===== src/rtl/mc_ctrl_pkg.sv =====
`default_nettype none
// ============================================================================
// mc_ctrl_pkg : shared state, opcode, ALU-op and datapath-select encodings
// Revision    : 1.0
// ============================================================================
package mc_ctrl_pkg;

  typedef enum logic [3:0] {
    S_FETCH, S_DECODE, S_MEMADR, S_MEMREAD, S_MEMWB, S_MEMWRITE,
    S_EXEC_R, S_EXEC_I, S_ALUWB, S_BRANCH, S_JAL, S_JALR, S_LUI,
    S_MDU_WAIT, S_TRAP
  } state_t;

  typedef enum logic [1:0] {MODE_ADD, MODE_SUB, MODE_R, MODE_I} aluMode_t;

  localparam logic [6:0] c_opLoad    = 7'b0000011;
  localparam logic [6:0] c_opStore   = 7'b0100011;
  localparam logic [6:0] c_opOp      = 7'b0110011;
  localparam logic [6:0] c_opOpImm   = 7'b0010011;
  localparam logic [6:0] c_opBranch  = 7'b1100011;
  localparam logic [6:0] c_opJal     = 7'b1101111;
  localparam logic [6:0] c_opJalr    = 7'b1100111;
  localparam logic [6:0] c_opLui     = 7'b0110111;
  localparam logic [6:0] c_opAuipc   = 7'b0010111;
  localparam logic [6:0] c_funct7Mdu = 7'b0000001;

  localparam logic [3:0] c_aluAdd  = 4'd0;
  localparam logic [3:0] c_aluSub  = 4'd1;
  localparam logic [3:0] c_aluAnd  = 4'd2;
  localparam logic [3:0] c_aluOr   = 4'd3;
  localparam logic [3:0] c_aluXor  = 4'd4;
  localparam logic [3:0] c_aluSlt  = 4'd5;
  localparam logic [3:0] c_aluSltu = 4'd6;
  localparam logic [3:0] c_aluSll  = 4'd7;
  localparam logic [3:0] c_aluSrl  = 4'd8;
  localparam logic [3:0] c_aluSra  = 4'd9;

  localparam logic [1:0] c_srcAPc    = 2'd0;
  localparam logic [1:0] c_srcAOldPc = 2'd1;
  localparam logic [1:0] c_srcARs1   = 2'd2;
  localparam logic [1:0] c_srcAZero  = 2'd3;

  localparam logic [1:0] c_srcBRs2  = 2'd0;
  localparam logic [1:0] c_srcBImm  = 2'd1;
  localparam logic [1:0] c_srcBFour = 2'd2;

  localparam logic [1:0] c_resAluOut = 2'd0;
  localparam logic [1:0] c_resLoad   = 2'd1;
  localparam logic [1:0] c_resAluRes = 2'd2;
  localparam logic [1:0] c_resMdu    = 2'd3;

endpackage
`default_nettype wire


===== src/rtl/mc_ctrl_if.sv =====
`default_nettype none
// ============================================================================
// mc_ctrl_if : control-unit <-> datapath/memory/MDU signal bundle
// Revision   : 1.0
// ============================================================================
interface mc_ctrl_if #(parameter int ALUCTR_W = 4);
  logic [31:0]         instr;
  logic                alu_zero;
  logic                alu_lt;
  logic                alu_ltu;
  logic                mem_ready;
  logic                mdu_done;
  logic                mem_req;
  logic                mem_write;
  logic                adr_src;
  logic                ir_write;
  logic                pc_write;
  logic                reg_write;
  logic [1:0]          result_src;
  logic [1:0]          alu_src_a;
  logic [1:0]          alu_src_b;
  logic [ALUCTR_W-1:0] alu_ctr;
  logic                mdu_start;
  logic                illegal;

  modport master (
    input  instr, alu_zero, alu_lt, alu_ltu, mem_ready, mdu_done,
    output mem_req, mem_write, adr_src, ir_write, pc_write, reg_write,
           result_src, alu_src_a, alu_src_b, alu_ctr, mdu_start, illegal
  );

  modport slave (
    output instr, alu_zero, alu_lt, alu_ltu, mem_ready, mdu_done,
    input  mem_req, mem_write, adr_src, ir_write, pc_write, reg_write,
           result_src, alu_src_a, alu_src_b, alu_ctr, mdu_start, illegal
  );
endinterface
`default_nettype wire


===== src/rtl/mc_ctrl_fsm_alu_op_dec.sv =====
`default_nettype none
// ============================================================================
// alu_op_dec : funct3/funct7[5]/mode -> ALU operation code
// Revision   : 1.0
// ============================================================================
module alu_op_dec
  import mc_ctrl_pkg::*;
#(
  parameter int ALUCTR_W = 4
) (
  input  logic [2:0]          funct3,
  input  logic                funct7b5,
  input  aluMode_t            mode,
  output logic [ALUCTR_W-1:0] aluCtr
);

  logic [3:0] w_code;

  always_comb begin
    w_code = c_aluAdd;
    case (mode)
      MODE_ADD: w_code = c_aluAdd;
      MODE_SUB: w_code = c_aluSub;
      default: begin
        case (funct3)
          // Immediate forms reuse bit 30 as immediate data except for shifts
          3'b000: w_code = (mode == MODE_R && funct7b5) ? c_aluSub : c_aluAdd;
          3'b001: w_code = c_aluSll;
          3'b010: w_code = c_aluSlt;
          3'b011: w_code = c_aluSltu;
          3'b100: w_code = c_aluXor;
          3'b101: w_code = funct7b5 ? c_aluSra : c_aluSrl;
          3'b110: w_code = c_aluOr;
          3'b111: w_code = c_aluAnd;
        endcase
      end
    endcase
  end

  assign aluCtr = ALUCTR_W'(w_code);

endmodule
`default_nettype wire


===== src/rtl/mc_ctrl_fsm.sv =====
`default_nettype none
// ============================================================================
// mc_ctrl_fsm : multicycle RV32I main control FSM with integrated ALU decoder
// Revision    : 1.0
// ============================================================================
module mc_ctrl_fsm
  import mc_ctrl_pkg::*;
#(
  parameter int M_EXT    = 0,
  parameter int ALUCTR_W = 4
) (
  input  logic      clk,
  input  logic      rst_n,
  mc_ctrl_if.master bus
);

  state_t              r_state;
  state_t              w_stateNext;
  logic                r_illegal;
  logic                r_mduBusy;
  logic                w_memReq;
  logic                w_memWrite;
  logic                w_adrSrc;
  logic                w_irWrite;
  logic                w_pcWrite;
  logic                w_regWrite;
  logic [1:0]          w_resultSrc;
  logic [1:0]          w_srcA;
  logic [1:0]          w_srcB;
  logic                w_mduStart;
  logic                w_taken;
  logic                w_branchOk;
  aluMode_t            w_mode;
  logic [ALUCTR_W-1:0] w_aluCtr;
  logic [6:0]          w_opcode;
  logic [2:0]          w_funct3;
  logic [6:0]          w_funct7;
  logic                w_unusedInstr;

  assign w_opcode      = bus.instr[6:0];
  assign w_funct3      = bus.instr[14:12];
  assign w_funct7      = bus.instr[31:25];
  assign w_unusedInstr = ^{bus.instr[24:15], bus.instr[11:7]};

  always_ff @(posedge clk) begin
    if (!rst_n) begin
      r_state   <= S_FETCH;
      r_illegal <= 1'b0;
      r_mduBusy <= 1'b0;
    end else begin
      r_state   <= w_stateNext;
      r_illegal <= r_illegal | (w_stateNext == S_TRAP);
      // Marks MDU_WAIT cycles after the first so mdu_start is a single pulse
      r_mduBusy <= (r_state == S_MDU_WAIT) && (w_stateNext == S_MDU_WAIT);
    end
  end

  always_comb begin
    w_taken    = 1'b0;
    w_branchOk = 1'b1;
    case (w_funct3)
      3'b000:  w_taken = bus.alu_zero;
      3'b001:  w_taken = !bus.alu_zero;
      3'b100:  w_taken = bus.alu_lt;
      3'b101:  w_taken = !bus.alu_lt;
      3'b110:  w_taken = bus.alu_ltu;
      3'b111:  w_taken = !bus.alu_ltu;
      default: w_branchOk = 1'b0;
    endcase
  end

  always_comb begin
    w_stateNext = r_state;
    w_memReq    = 1'b0;
    w_memWrite  = 1'b0;
    w_adrSrc    = 1'b0;
    w_irWrite   = 1'b0;
    w_pcWrite   = 1'b0;
    w_regWrite  = 1'b0;
    w_resultSrc = c_resAluOut;
    w_srcA      = c_srcAPc;
    w_srcB      = c_srcBRs2;
    w_mode      = MODE_ADD;
    w_mduStart  = 1'b0;
    case (r_state)
      S_FETCH: begin
        w_memReq    = 1'b1;
        w_srcB      = c_srcBFour;
        w_resultSrc = c_resAluRes;
        w_irWrite   = bus.mem_ready;
        w_pcWrite   = bus.mem_ready;
        if (bus.mem_ready) w_stateNext = S_DECODE;
      end
      S_DECODE: begin
        w_srcA = c_srcAOldPc;
        w_srcB = c_srcBImm;
        case (w_opcode)
          c_opLoad, c_opStore: w_stateNext = S_MEMADR;
          c_opOp: begin
            if (w_funct7 == c_funct7Mdu)
              w_stateNext = (M_EXT != 0) ? S_MDU_WAIT : S_TRAP;
            else
              w_stateNext = S_EXEC_R;
          end
          c_opOpImm:  w_stateNext = S_EXEC_I;
          c_opBranch: w_stateNext = S_BRANCH;
          c_opJal:    w_stateNext = S_JAL;
          c_opJalr:   w_stateNext = S_JALR;
          c_opLui:    w_stateNext = S_LUI;
          c_opAuipc:  w_stateNext = S_ALUWB;
          default:    w_stateNext = S_TRAP;
        endcase
      end
      S_MEMADR: begin
        w_srcA      = c_srcARs1;
        w_srcB      = c_srcBImm;
        w_stateNext = (w_opcode == c_opStore) ? S_MEMWRITE : S_MEMREAD;
      end
      S_MEMREAD: begin
        w_memReq = 1'b1;
        w_adrSrc = 1'b1;
        if (bus.mem_ready) w_stateNext = S_MEMWB;
      end
      S_MEMWB: begin
        w_regWrite  = 1'b1;
        w_resultSrc = c_resLoad;
        w_stateNext = S_FETCH;
      end
      S_MEMWRITE: begin
        w_memReq   = 1'b1;
        w_memWrite = 1'b1;
        w_adrSrc   = 1'b1;
        if (bus.mem_ready) w_stateNext = S_FETCH;
      end
      S_EXEC_R: begin
        w_srcA      = c_srcARs1;
        w_mode      = MODE_R;
        w_stateNext = S_ALUWB;
      end
      S_EXEC_I: begin
        w_srcA      = c_srcARs1;
        w_srcB      = c_srcBImm;
        w_mode      = MODE_I;
        w_stateNext = S_ALUWB;
      end
      S_ALUWB: begin
        w_regWrite  = 1'b1;
        w_stateNext = S_FETCH;
      end
      S_BRANCH: begin
        w_srcA      = c_srcARs1;
        w_mode      = MODE_SUB;
        w_pcWrite   = w_taken && w_branchOk;
        w_stateNext = w_branchOk ? S_FETCH : S_TRAP;
      end
      S_JAL: begin
        // PC loads the DECODE-computed target from ALUOut while OldPC+4 is formed
        w_srcA      = c_srcAOldPc;
        w_srcB      = c_srcBFour;
        w_pcWrite   = 1'b1;
        w_stateNext = S_ALUWB;
      end
      S_JALR: begin
        w_srcA      = c_srcARs1;
        w_srcB      = c_srcBImm;
        w_resultSrc = c_resAluRes;
        w_pcWrite   = 1'b1;
        w_stateNext = S_ALUWB;
      end
      S_LUI: begin
        w_srcA      = c_srcAZero;
        w_srcB      = c_srcBImm;
        w_stateNext = S_ALUWB;
      end
      S_MDU_WAIT: begin
        w_mduStart = !r_mduBusy;
        if (bus.mdu_done) begin
          w_regWrite  = 1'b1;
          w_resultSrc = c_resMdu;
          w_stateNext = S_FETCH;
        end
      end
      S_TRAP:  w_stateNext = S_TRAP;
      default: w_stateNext = S_TRAP;
    endcase
  end

  alu_op_dec #(
    .ALUCTR_W (ALUCTR_W)
  ) u_aluOpDec (
    .funct3   (w_funct3),
    .funct7b5 (bus.instr[30]),
    .mode     (w_mode),
    .aluCtr   (w_aluCtr)
  );

  assign bus.mem_req    = w_memReq;
  assign bus.mem_write  = w_memWrite;
  assign bus.adr_src    = w_adrSrc;
  assign bus.ir_write   = w_irWrite;
  assign bus.pc_write   = w_pcWrite;
  assign bus.reg_write  = w_regWrite;
  assign bus.result_src = w_resultSrc;
  assign bus.alu_src_a  = w_srcA;
  assign bus.alu_src_b  = w_srcB;
  assign bus.alu_ctr    = w_aluCtr;
  assign bus.mdu_start  = w_mduStart;
  assign bus.illegal    = r_illegal;

endmodule
`default_nettype wire


===== src/flat_wrapper.sv =====
// flat-port wrapper written by rule: the top's interface ports become plain ports
module mc_ctrl_fsm_flat import mc_ctrl_pkg::*;
#(
  parameter int M_EXT    = 0,
  parameter int ALUCTR_W = 4
)
  (clk, rst_n, bus_instr, bus_alu_zero, bus_alu_lt, bus_alu_ltu, bus_mem_ready, bus_mdu_done, bus_mem_req, bus_mem_write, bus_adr_src, bus_ir_write, bus_pc_write, bus_reg_write, bus_result_src, bus_alu_src_a, bus_alu_src_b, bus_alu_ctr, bus_mdu_start, bus_illegal);
  mc_ctrl_if #(.ALUCTR_W(ALUCTR_W)) bus_i ();
  input  logic clk;
  input  logic rst_n;
  input wire logic [$bits(bus_i.instr)-1:0] bus_instr;
  input wire logic [$bits(bus_i.alu_zero)-1:0] bus_alu_zero;
  input wire logic [$bits(bus_i.alu_lt)-1:0] bus_alu_lt;
  input wire logic [$bits(bus_i.alu_ltu)-1:0] bus_alu_ltu;
  input wire logic [$bits(bus_i.mem_ready)-1:0] bus_mem_ready;
  input wire logic [$bits(bus_i.mdu_done)-1:0] bus_mdu_done;
  output wire logic [$bits(bus_i.mem_req)-1:0] bus_mem_req;
  output wire logic [$bits(bus_i.mem_write)-1:0] bus_mem_write;
  output wire logic [$bits(bus_i.adr_src)-1:0] bus_adr_src;
  output wire logic [$bits(bus_i.ir_write)-1:0] bus_ir_write;
  output wire logic [$bits(bus_i.pc_write)-1:0] bus_pc_write;
  output wire logic [$bits(bus_i.reg_write)-1:0] bus_reg_write;
  output wire logic [$bits(bus_i.result_src)-1:0] bus_result_src;
  output wire logic [$bits(bus_i.alu_src_a)-1:0] bus_alu_src_a;
  output wire logic [$bits(bus_i.alu_src_b)-1:0] bus_alu_src_b;
  output wire logic [$bits(bus_i.alu_ctr)-1:0] bus_alu_ctr;
  output wire logic [$bits(bus_i.mdu_start)-1:0] bus_mdu_start;
  output wire logic [$bits(bus_i.illegal)-1:0] bus_illegal;
  assign bus_i.instr = bus_instr;
  assign bus_i.alu_zero = bus_alu_zero;
  assign bus_i.alu_lt = bus_alu_lt;
  assign bus_i.alu_ltu = bus_alu_ltu;
  assign bus_i.mem_ready = bus_mem_ready;
  assign bus_i.mdu_done = bus_mdu_done;
  assign bus_mem_req = bus_i.mem_req;
  assign bus_mem_write = bus_i.mem_write;
  assign bus_adr_src = bus_i.adr_src;
  assign bus_ir_write = bus_i.ir_write;
  assign bus_pc_write = bus_i.pc_write;
  assign bus_reg_write = bus_i.reg_write;
  assign bus_result_src = bus_i.result_src;
  assign bus_alu_src_a = bus_i.alu_src_a;
  assign bus_alu_src_b = bus_i.alu_src_b;
  assign bus_alu_ctr = bus_i.alu_ctr;
  assign bus_mdu_start = bus_i.mdu_start;
  assign bus_illegal = bus_i.illegal;
  mc_ctrl_fsm #(.M_EXT(M_EXT), .ALUCTR_W(ALUCTR_W)) u_core (.clk(clk), .rst_n(rst_n), .bus(bus_i));
endmodule

===== config.mk =====
export PLATFORM = sky130hd
export DESIGN_NAME = mc_ctrl_fsm_flat
export DESIGN_NICKNAME = d
export VERILOG_FILES = /design/src/rtl/mc_ctrl_pkg.sv /design/src/rtl/mc_ctrl_if.sv /design/src/rtl/mc_ctrl_fsm_alu_op_dec.sv /design/src/rtl/mc_ctrl_fsm.sv /design/src/flat_wrapper.sv
export SDC_FILE = /design/constraint.sdc
export NUM_CORES = 1
export LEC_CHECK = 0
export CAP_MARGIN = 20
export CORE_MARGIN = 2
export CORE_UTILIZATION = 38
export DETAILED_ROUTE_END_ITERATION = 10
export MAX_ROUTING_LAYER = met4
export PLACE_DENSITY = 0.81
export SLEW_MARGIN = 20
export SYNTH_ARGS = -nofsm -noshare
export SYNTH_HDL_FRONTEND = slang
export SYNTH_HIERARCHICAL = 1
export SYNTH_SLANG_ARGS = --single-unit

===== constraint.sdc =====
create_clock -name clk -period 2.6 [get_ports clk]
set_input_delay 0.78 -clock clk [delete_from_list [all_inputs] [get_ports clk]]
set_output_delay 0.78 -clock clk [all_outputs]
set_load 0.1 [all_outputs]

# == Yosys cells after proc, flatten, opt, wreduce, memory -nomap -nowiden ==
# Index checks and enable logic that the tools add are counted.
# classes
n_eq_ne,34
n_mux,28
bitwise_logic,1
reduce_logical,22
# ops
cell,n
$pmux W4 S8,2
$pmux W4 S9,1
$eq A4 B4 Y1 const B,8
$mux W4,6
$eq A7 B6 Y1 const B,3
$eq A7 B7 Y1 const B,3
$pmux W2 S3,3
$eq A4 B3 Y1 const B,4
$reduce_or A5 Y1,3
$eq A7 B5 Y1 const B,2
$reduce_or A2 Y1,7
$eq A3 B3 Y1 const B,4
$mux W1,9
$eq A4 B2 Y1 const B,2
$pmux W4 S2,1
$eq A7 B1 Y1 const B,1
$eq A7 B2 Y1 const B,1
$eq A3 B2 Y1 const B,2
$pmux W1 S6,1
$reduce_or A6 Y1,1
$eq A4 B1 Y1 const B,1
$logic_not A1 Y1,4
$logic_not A4 Y1,1
$pmux W2 S2,1
other kinds (12),14
# totals
register_bits,6
in_bits,39
out_inout_bits,18
elab_cells,88

# == Logic depth before layout (Yosys ltp) ==
# Gate-level depths: netlist of the first run.
# depth
depth_word,7
ltp_mapped,8
depth_no_buf,7

# == Hierarchy ==
# Netlist of the first run, hierarchy kept.
# by_module_without_submodules
module,instances,cells_each,area_each_um2,seq_area_each_um2
mc_ctrl_fsm,1,125,875.8,120.1
alu_op_dec,1,13,81.3,0.0

# == Least setup slack after synthesis of the first run ==
# Ideal clock, no wire load.
# synth_timing
path_kind,register -> output
startpoint,reg u_core.r_state[3]
endpoint,out bus_result_src[1]
arrival_ps,3075
required_time_ps,1820
slack_ps,-1255
path_stages_with_launch,6
path_buffers,3
path_cell_list,dfxtp_1 -> buf_6 -> buf_2 -> buf_1 -> nand2_1 -> o21ai_0
# synth_between
elab_chain_len,3
elab_cells_between_ends,6
classes_between,eq/ne: 3; mux: 1; reduce/logical: 2
# synth_lines
element,line_no,text
from (decl),mc_ctrl_fsm.sv:17,state_t r_state;
from (signal assigned),mc_ctrl_fsm.sv:51,r_state <= w_stateNext;
$eq A4 B4 Y1 / $logic_not A4 Y1 (equally long branches),mc_ctrl_fsm.sv:85,case (r_state)
$reduce_or A2 Y1 (no line),--,
$pmux W2 S3 *,mc_ctrl_fsm.sv:85,
to (decl),flat_wrapper.sv:23,output wire logic [$bits(bus_i.result_src)-1:0] bus_result_src;
# Mark *: on every way between the ends. The rest lies on a longest branch, timed or not.

# == Worst setup path in the final report of the first run ==
# layout_timing
startpoint,in bus_mem_ready
endpoint,out bus_pc_write
# layout_between
elab_chain_len,1
# layout_lines
element,line_no,text
from (decl),flat_wrapper.sv:15,input wire logic [$bits(bus_i.mem_ready)-1:0] bus_mem_ready;
$pmux W1 S3,mc_ctrl_fsm.sv:85,
to (decl),flat_wrapper.sv:21,output wire logic [$bits(bus_i.pc_write)-1:0] bus_pc_write;
# Every way passes these cells.

==> summary.md, run 1 <==
| Metric | Value |
|---|---|
| Hold-fix buffers at CTS | `0` |
| Clk network pwr share | `8.5%` |
| Fin crit period | `2580 ps` |
| Via count | `1164` |
| Core ar. | `2430 sq um` |
| Synth top area cells | `dfxtp_1 (13%), nor2b_1 (7.2%), nor2_1 (5.9%)` |
| Internal Power | `0.430 mW` |
| Port buffer count | `41` |
| Clk Tree Root Cell | `clkbuf_4` |
| Largest net degree at the start of global routing | `24` |
| Power Dens Cells | `548 nW/um^2` |
| Total power | `0.944 mW` |
| Vias in the first global route | `1066` |
| Net Sw Frac | `54.4%` |
| Delay-heaviest family, CP | `buffers and inverters` |
| GRT overflow | `0` |
| Total Neg Setup Slack | `0 ps` |
| Inserted Clock Buffers | `3` |
| Initial Util | `39.4%` |
| Global-route wire length before repair | `4700 microns` |
| Final WS setup | `21.2 ps` |
| Die height | `54.2 microns` |
| CP cell instances | `clkdlybuf4s50_1 -> and3_2 -> o21bai_4 -> buf_12` |
| Period utilisation layout | `99.2%` |
| P&R area growth vs syn | `80.0%` |
| F_max | `0.388 GHz` |
| Slew HR | `69.2%` |
| DRT antenna net count | `0` |
| GPL Wtd Cong | `0.828` |
| Hold slack | `463 ps` |
| Max-cap violations | `0` |
| Layout cell share with drive strength beyond 1 | `36.0%` |
| Detailed Route Iter0 Violations | `15` |
| Drt total wl | `2830 microns` |
| Crit end category | `primary output` |
| Result of the run | `complete, no violations` |
| Post-Syn Area | `957 sq um` |
| LEAKAGE | `0.682 nW` |
| Endpoints failing setup | `0` |
| Maximum fanout along the worst path | `2` |
| Area of the die | `2940 sq um` |
| Vias per Instance | `5.39` |
| Max IR drop VDD | `0.659 mV` |
| Hold Path Class | `flop to flop` |
| Fin nets | `227` |
| Clock transition at the registers of the reported paths | `40 ps` |
| Dpl ws | `-435 ps` |
| Required @ worst endpoint | `1820 ps` |
| Type of origin of the critical path | `primary input` |
| Die Wd | `54.2 microns` |
| Slew @ Worst Pin | `458 ps` |
| Gate Count Post-Synth | `138` |
| Post-synthesis register bit count | `6` |
| Syn_nets | `177` |
| Ports | `57` |
| Post-synth top area cell | `dfxtp_1` |
| Ys Warns | `6` |
| Worst-skew pair later-pin latency | `240 ps` |
| # fillers | `194` |
| Mapped Avg Cell Area | `6.94 sq um` |
| Commonest non-fill, non-tap cell in the layout | `buf_12` |
| Comb power frac | `79.5%` |
| CTS tree | `done` |
| Initial antenna violation count | `0` |
| Cell row count | `18` |
| DP Wirelength | `2280 microns` |
| CP Class | `primary input to primary output` |
| Residual DRC | `0` |
| Pre-antenna DRT Iters | `4` |
| Sink count of the clock tree | `6` |
| Per-cell routed wire length | `13.1 microns` |
| Reg power frac | `12.0%` |
| Library cells used by synthesis | `48` |
| Crit-path max cell delay | `500 ps` |
| Seq/Total Area, Yosys | `12.5%` |
| CP arrival | `1800 ps` |
| GRT Util Overall | `21.8%` |
| Max stage delay cell, worst path | `clkdlybuf4s50_1` |
| Skew final | `0.644 ps` |
| Reg2reg setup slack | `840 ps` |
| P_sw | `0.513 mW` |
| Clock Path Buffers | `2` |
| Buf/Inv on CP | `2` |
| Number of hold violations in the final report | `0` |
| Diode count | `0` |
| Number of max-slew violations in the final report | `0` |
| Synth top area share | `12.5%` |
| Most frequent cells in the layout | `buf_12 (17), clkdlybuf4s50_1 (15), buf_4 (13), nand2_1 (13), nor2_1 (11)` |
| CTS H-tree depth | `1` |
area by class of cell:
class	count	area, sq um	area share, %
well taps	30	37.5	2.18
inverters	4	15.0	0.871
multi-input cells	119	867	50.3
clock buffers	3	22.5	1.31
flip-flops and latches	6	124	7.19
repair buffers	54	657	38.1
state kept, by name, summed over array words and instances (netlist names):
signal	count
u_core/bus.illegal	1
u_core/r_state	4
u_core/r_mduBusy	1
tightest hold or removal path: stages, from the launching register on:
cell and delay, ps:
dfxtp_1 320, nand2_1 60, o41ai_2 40
logic make-up after synthesis:
kind of cell | Yosys count | synth area share [%]
simple gates | 78 | 48.6
flops | 6 | 12.5
buf+inv | 13 | 7.19
mux | 3 | 3.14
xor+xnor | 3 | 2.75
compound gates | 35 | 25.8
metrics by stage:
stage,instance area (sq um),util [%],cells
floorplan,1040,-,138
global placement,1690,69.5,212
detailed placement,1690,69.5,212
CTS,1710,70.3,215
global route,1720,70.8,216
finish,1720,70.8,216
metal layers:
| metal | GRT usage [%] | wire length [microns] | vias to the layer above |
|---|---|---|---|
| met5 | - | 0 | - |
| met4 | 2.92 | 16 | 0 |
| met3 | 3.06 | 107 | 2 |
| met2 | 40.6 | 1500 | 34 |
| met1 | 24.9 | 1200 | 529 |
| li1 | - | - | 599 |
final timing paths:
| check | start | to | depth (start not counted) |
|---|---|---|---|
| worst max register to register | u_core/r_state[3] | u_core/bus.illegal | 5 |
| worst min register to register | u_core/bus.illegal | u_core/bus.illegal | 2 |
| worst min-delay path | u_core/bus.illegal | u_core/bus.illegal | 2 |
| worst max-delay path | bus_mem_ready | bus_pc_write | 4 |
synthesized netlist by cell type (all sizes together):
cell type / instances
a211oi: 3
a21boi: 3
a21o: 1
a21oi: 8
a311oi: 1
a31oi: 2
and2: 2
and2b: 2
and3: 2
and3b: 1
and4b: 2
and4bb: 1
buf: 8
clkbuf: 1
dfxtp: 6
inv: 4
mux2i: 3
nand2: 14
nand2b: 3
nand3: 4
nand3b: 3
nor2: 16
nor2b: 12
nor3: 7
nor3b: 2
nor4: 3
nor4b: 2
o211ai: 1
o21ai: 9
o21bai: 1
o22ai: 1
o2bb2ai: 1
o311ai: 1
o31a: 1
o41ai: 2
or3: 1
or4b: 1
xor2: 3
timing repair:
| item | in CTS | in global routing |
|---|---|---|
| pin swaps | 5 | 4 |
| gates resized for setup | 25 | 4 |
| buffers inserted | 0 | 1 |
| endpoints found under the setup margin | 6 | 3 |
power groups by stage:
| stage | clock network, mW | logic [mW] | registers, mW |
|---|---|---|---|
| after floorplan | 0 | 0.490 | 0.108 |
| after global placement | 0 | 0.737 | 0.113 |
| after detailed placement | 0 | 0.749 | 0.113 |
| after CTS | 0.0862 | 0.750 | 0.112 |
| after global routing | 0.0904 | 0.788 | 0.115 |
| final | 0.0807 | 0.750 | 0.113 |
No activity file was read; power rests on OpenSTA's default activity.
==> run 2, diff against run 1 <==
--- a/config.mk
+++ b/config.mk
@@ -11,7 +11,7 @@
 export DETAILED_ROUTE_END_ITERATION = 10
 export MAX_ROUTING_LAYER = met4
 export PLACE_DENSITY = 0.81
-export SLEW_MARGIN = 20
+export SLEW_MARGIN = 10
 export SYNTH_ARGS = -nofsm -noshare
 export SYNTH_HDL_FRONTEND = slang
 export SYNTH_HIERARCHICAL = 1
==> constraint.sdc (replaced) <==
create_clock -name clk -period 2.6 [get_ports clk]
set_input_delay 0.78 -clock clk [delete_from_list [all_inputs] [get_ports clk]]
set_output_delay 0.78 -clock clk [all_outputs]
set_load 0.01 [all_outputs]
==> summary.md, run 2 (same netlist as run 1, synthesis figures left out) <==
| Metric | Value |
|---|---|
| Die Wd | `54.2 microns` |
| LEAKAGE | `0.720 nW` |
| RSZ-0062 raised after global routing | `true` |
| Global-route wire length before repair | `4490 microns` |
| Per-cell routed wire length | `13.2 microns` |
| Internal Power | `0.347 mW` |
| Slew HR | `69.2%` |
| Layout cell share with drive strength beyond 1 | `22.3%` |
| Sink count of the clock tree | `6` |
| Number of max-slew violations in the final report | `0` |
| Max reg flops | `4` |
| GRT overflow | `0` |
| RR Startpoint | `u_core/r_state[3]` |
| Crit-path max cell delay | `260 ps` |
| Largest net degree at the start of global routing | `22` |
| Endpoints failing setup | `1` |
| DR WL met2 | `1520 microns` |
| Via count | `1206` |
| Wire length on met3 | `162 microns` |
| Most flop-heavy register | `u_core/r_state` |
| Worst-skew pair later-pin latency | `240 ps` |
| Most frequent cells in the layout | `clkdlybuf4s50_1 (20), nand2_1 (13), nor2_1 (13)` |
| Port buffer count | `41` |
| Ports | `57` |
| Skew final | `5.15 ps` |
| Max-cap violations | `0` |
| Die height | `54.2 microns` |
| Detailed Route Iter0 Violations | `16` |
| Clock Path Buffers | `2` |
| Fin nets | `229` |
| Comb power frac | `65.0%` |
| Drt total wl | `2890 microns` |
| Hold Path Class | `flop to flop` |
| F_max | `0.384 GHz` |
| Crit end category | `primary output` |
| Clock transition at the registers of the reported paths | `40 ps` |
| Max IR drop VDD | `0.399 mV` |
| Placed Area | `1490 sq um` |
| GRT Util Overall | `21.0%` |
| Register area | `123 sq um` |
| P&R area growth vs syn | `61.6%` |
| Residual DRC | `0` |
| Design area | `1550 sq um` |
| Diode count | `0` |
| Commonest non-fill, non-tap cell in the layout | `clkdlybuf4s50_1` |
| CTS H-tree depth | `1` |
| Required @ worst endpoint | `1820 ps` |
| Period utilisation layout | `100%` |
| Multi-input logic area | `788 sq um` |
| Cell row count | `18` |
| Clk Tree Root Cell | `clkbuf_4` |
| Worst Setup SP | `bus_instr[14]` |
| Fin util | `63.6%` |
| Metal-1 WL | `1200 microns` |
| Power Dens Cells | `366 nW/um^2` |
| Initial antenna violation count | `0` |
| Clk network pwr share | `15.2%` |
| Final WS setup | `-3.87 ps` |
| CTS tree | `done` |
| Min-delay src | `u_core/bus.illegal` |
| CP arrival | `1820 ps` |
| Failing checks | `setup timing` |
| Initial Util | `39.4%` |
| Vias per Instance | `5.53` |
| Top layer in use | `met4` |
| Maximum fanout along the worst path | `2` |
| Number of hold violations in the final report | `0` |
| GPL Wtd Cong | `0.879` |
| Reg power frac | `19.8%` |
| Core ar. | `2430 sq um` |
| P_sw | `0.218 mW` |
| Vias in the first global route | `1100` |
| Type of origin of the critical path | `primary input` |
| Net Sw Frac | `38.6%` |
| Max stage delay cell, worst path | `mux2i_1` |
| Hold-fix buffers at CTS | `0` |
| CP cell instances | `clkbuf_2 -> mux2i_1 -> xor2_1 -> o21ai_1 -> a21oi_1 -> o21bai_1 -> buf_2` |
| Fin crit period | `2600 ps` |
| DP Wirelength | `2220 microns` |
| Pre-antenna DRT Iters | `6` |
| Slew @ Worst Pin | `460 ps` |
| CP Class | `primary input to primary output` |
| Inserted Clock Buffers | `3` |
| Result of the run | `complete, but fails checks` |
| Area of the die | `2940 sq um` |
| DRT antenna net count | `0` |
| # fillers | `220` |
-- run 2: worst max-delay path, delay by kind of cell --
kind                   cells  cell delay, ps
AO/OA/AOI/OAI              3             320
multiplexers               1             260
buffers and inverters      2             250
XOR/XNOR                   1             210
-- run 2: timing repair --
item                                   4_1_cts  5_1_grt
pin swaps                                    2        7
setup endpoints to repair                   12       11
setup buffers                                0        1
gates cloned                                 0        0
endpoints found under the hold margin        0        0
resized for setup                           26       22
-- run 2: per-layer routing --
layer | up-vias | GRT usage (%)
li1 | 600 | -
met1 | 553 | 22.0
met2 | 51 | 40.4
met3 | 2 | 4.44
met4 | 0 | 2.92
met5 | - | -
-- run 2: per-stage QoR --
stage,hold slack [ps],cells,TNS (ps),power (mW),setup WS [ps]
finish,473,218,-3.87,0.566,-3.87
global route,521,218,-167,0.609,-167
CTS,472,217,-428,0.570,-167
detailed placement,449,214,-3930,0.485,-745
global placement,452,214,-3680,0.476,-678
floorplan,492,138,0,0.301,339
-- run 2: final cells by class --
| cell class | instances | share of cell area [%] |
|---|---|---|
| flip-flops and latches | 6 | 7.93 |
| clock buffers | 3 | 1.46 |
| well taps | 30 | 2.43 |
| repair buffers | 56 | 36.2 |
| multi-input cells | 119 | 51.0 |
| inverters | 4 | 0.971 |
-- run 2: power by group through the flow --
stage                     Clock [mW]  Sequential (mW)  Combinational [mW]
final                         0.0859            0.112               0.368
after global routing          0.0942            0.113               0.402
after CTS                     0.0898            0.111               0.369
after detailed placement           0            0.113               0.372
after global placement             0            0.113               0.363
after floorplan                    0            0.106               0.194
-- run 2: worst paths after layout --
kind                                      endpoint  slack (ps)  depth (start not counted)
worst max-delay path                  bus_pc_write          -4                          7
worst min-delay path            u_core/bus.illegal         470                          2
worst max register to register  u_core/bus.illegal         930                          6
worst min register to register  u_core/bus.illegal         470                          2
==> run 3, diff against run 2 <==
--- a/config.mk
+++ b/config.mk
@@ -7,10 +7,11 @@
 export LEC_CHECK = 0
 export CAP_MARGIN = 20
 export CORE_MARGIN = 2
-export CORE_UTILIZATION = 38
+export CORE_UTILIZATION = 45
 export DETAILED_ROUTE_END_ITERATION = 10
+export DONT_BUFFER_PORTS = 1
+export HOLD_SLACK_MARGIN = 0.06
 export MAX_ROUTING_LAYER = met4
-export PLACE_DENSITY = 0.81
 export SLEW_MARGIN = 10
 export SYNTH_ARGS = -nofsm -noshare
 export SYNTH_HDL_FRONTEND = slang
==> summary.md, run 3 (same netlist as run 1, synthesis figures left out) <==
| Metric | Value |
|---|---|
| Max IR drop VDD | `0.240 mV` |
| Vias in the first global route | `863` |
| Vias per Instance | `5.96` |
| Sink count of the clock tree | `6` |
| CP arrival | `1610 ps` |
| Hold Crit Depth | `2` |
| Total Neg Setup Slack | `0 ps` |
| Grt peak-use layer | `met2` |
| Reg2reg setup slack | `690 ps` |
| Slew @ Worst Pin | `454 ps` |
| Clock Path Buffers | `2` |
| Die height | `50.1 microns` |
| Endpoints failing setup | `0` |
| # Post-CTS Setup Buffers | `0` |
| Worst-skew pair later-pin latency | `250 ps` |
| Clock transition at the registers of the reported paths | `50 ps` |
| Die Wd | `50.1 microns` |
| Initial Util | `48.3%` |
| Layout cell share with drive strength beyond 1 | `12.5%` |
| # fillers | `211` |
| Number of hold violations in the final report | `0` |
| Inserted Clock Buffers | `3` |
| Hold slack | `518 ps` |
| Crit end category | `primary output` |
| GRT overflow | `0` |
| RSZ-0062 raised after global routing | `false` |
| CTS H-tree depth | `1` |
| Result of the run | `complete, no violations` |
| P&R area growth vs syn | `3.40%` |
| Max stage delay cell, worst path | `dfxtp_1` |
| Initial antenna violation count | `0` |
| Number of max-slew violations in the final report | `0` |
| Met2 Use GR | `31.4%` |
| Type of origin of the critical path | `flop` |
| GR Util met1 | `22.3%` |
| Ports | `57` |
| Most frequent cells in the layout | `nor2_1 (15), nand2_1 (13), nor2b_1 (11)` |
| Maximum fanout along the worst path | `6` |
| Required @ worst endpoint | `1820 ps` |
| Max-cap violations | `0` |
| Total power | `0.417 mW` |
| Port buffer count | `0` |
| Area of the die | `2510 sq um` |
| Register-to-Register Path Depth | `6` |
| Drt total wl | `2340 microns` |
| Reg2reg end | `u_core/bus.illegal` |
| GPL Wtd Cong | `0.753` |
| CTS tree | `done` |
| Hold Path Class | `flop to flop` |
| Detailed Route Iter0 Violations | `23` |
| CP Class | `flop to primary output` |
| Clk Tree Root Cell | `clkbuf_4` |
| Fin nets | `177` |
| Largest net degree at the start of global routing | `26` |
| Cell row count | `16` |
| Global-route wire length before repair | `3720 microns` |
| LEAKAGE | `0.374 nW` |
| Design area | `990 sq um` |
| Commonest non-fill, non-tap cell in the layout | `nor2_1` |
| Power Dens Cells | `421 nW/um^2` |
| Crit-path max cell delay | `330 ps` |
| F_max | `0.419 GHz` |
| Max reg flops | `4` |
| Period utilisation layout | `91.8%` |
| Placed Area | `967 sq um` |
| Residual DRC | `0` |
| Crit path top cell by count | `nor2_1` |
| Register area | `120 sq um` |
| Hold-fix buffers at CTS | `0` |
| DRT antenna net count | `0` |
| CP cell instances | `nand2_1 -> nor2_1 -> a21oi_1 -> nor2b_1 -> nor2_1 -> a211oi_1 -> o22ai_1` |
| Most flop-heavy register | `u_core/r_state` |
| WHS Endpoint | `u_core/bus.illegal` |
| DP Wirelength | `1710 microns` |
| Min-delay src | `u_core/bus.illegal` |
| Post_cts resized | `0` |
| Multi-input logic area | `768 sq um` |
| GRT Util Overall | `19.1%` |
| Core ar. | `1980 sq um` |
| Skew final | `7.19 ps` |
| RR Startpoint | `u_core/r_state[0]` |
| Fin crit period | `2390 ps` |
| GR Layer Usage met3 | `5.15%` |
| Slew HR | `69.7%` |
| Diode count | `0` |
| Per-cell routed wire length | `14.3 microns` |
| Pre-antenna DRT Iters | `4` |
| Via count | `971` |
## run 3: cell count changes in the layout (fill, tap and decap cells not counted), sizes merged
cell	delta
clkbuf	-2
clkdlybuf4s15	-2
clkdlybuf4s50	-20
buf	-14
dlygate4sd2	-5
dlymetal6s2s	-9
## run 3: worst max path at each step
stage          cells after the start        endpoint         startpoint
2_1_floorplan                      5    bus_pc_write      bus_instr[14]
3_3_place_gp                       5    bus_pc_write      bus_instr[14]
3_5_place_dp                       5    bus_pc_write      bus_instr[14]
4_1_cts                            7  bus_alu_ctr[0]  u_core/r_state[1]
5_1_grt                            7  bus_alu_ctr[0]  u_core/r_state[1]
6_report                           7  bus_alu_ctr[0]  u_core/r_state[1]
## run 3: worst max-delay path, delay by kind of cell (launching register included)
family / cells / cell delay (ps)
and+or+nand+nor: 4 / 570
DFF: 1 / 330
AOI/OAI and AO/OA: 3 / 450
## run 3: metal layers
metal  vias up  wire length, microns
met5         -                     0
met1       445                  1070
met4         0                     0
li1        501                     -
met2        25                  1110
met3         0                   153
## run 3: area by class of cell
type | instances | share of cell area (%)
multi-input cells | 119 | 77.6
flip-flops and latches | 6 | 12.1
well taps | 27 | 3.41
repair buffers | 4 | 3.03
clock buffers | 3 | 2.28
inverters | 4 | 1.52
## run 3: power breakdown
group          internal [mW]  total [mW]  switching [mW]
Sequential            0.0998       0.110         0.00987
Combinational         0.0831       0.220           0.137
Clock                 0.0523      0.0876          0.0353
Total                  0.235       0.417           0.182
## run 3: metrics by stage
step | std cells | utilization [%] | setup WS (ps)
6_report | 163 | 49.9 | 213
2_1_floorplan | 138 | - | 339
3_5_place_dp | 160 | 48.8 | 272
3_3_place_gp | 160 | 48.8 | 275
5_1_grt | 163 | 49.9 | 44.7
4_1_cts | 163 | 49.9 | 201
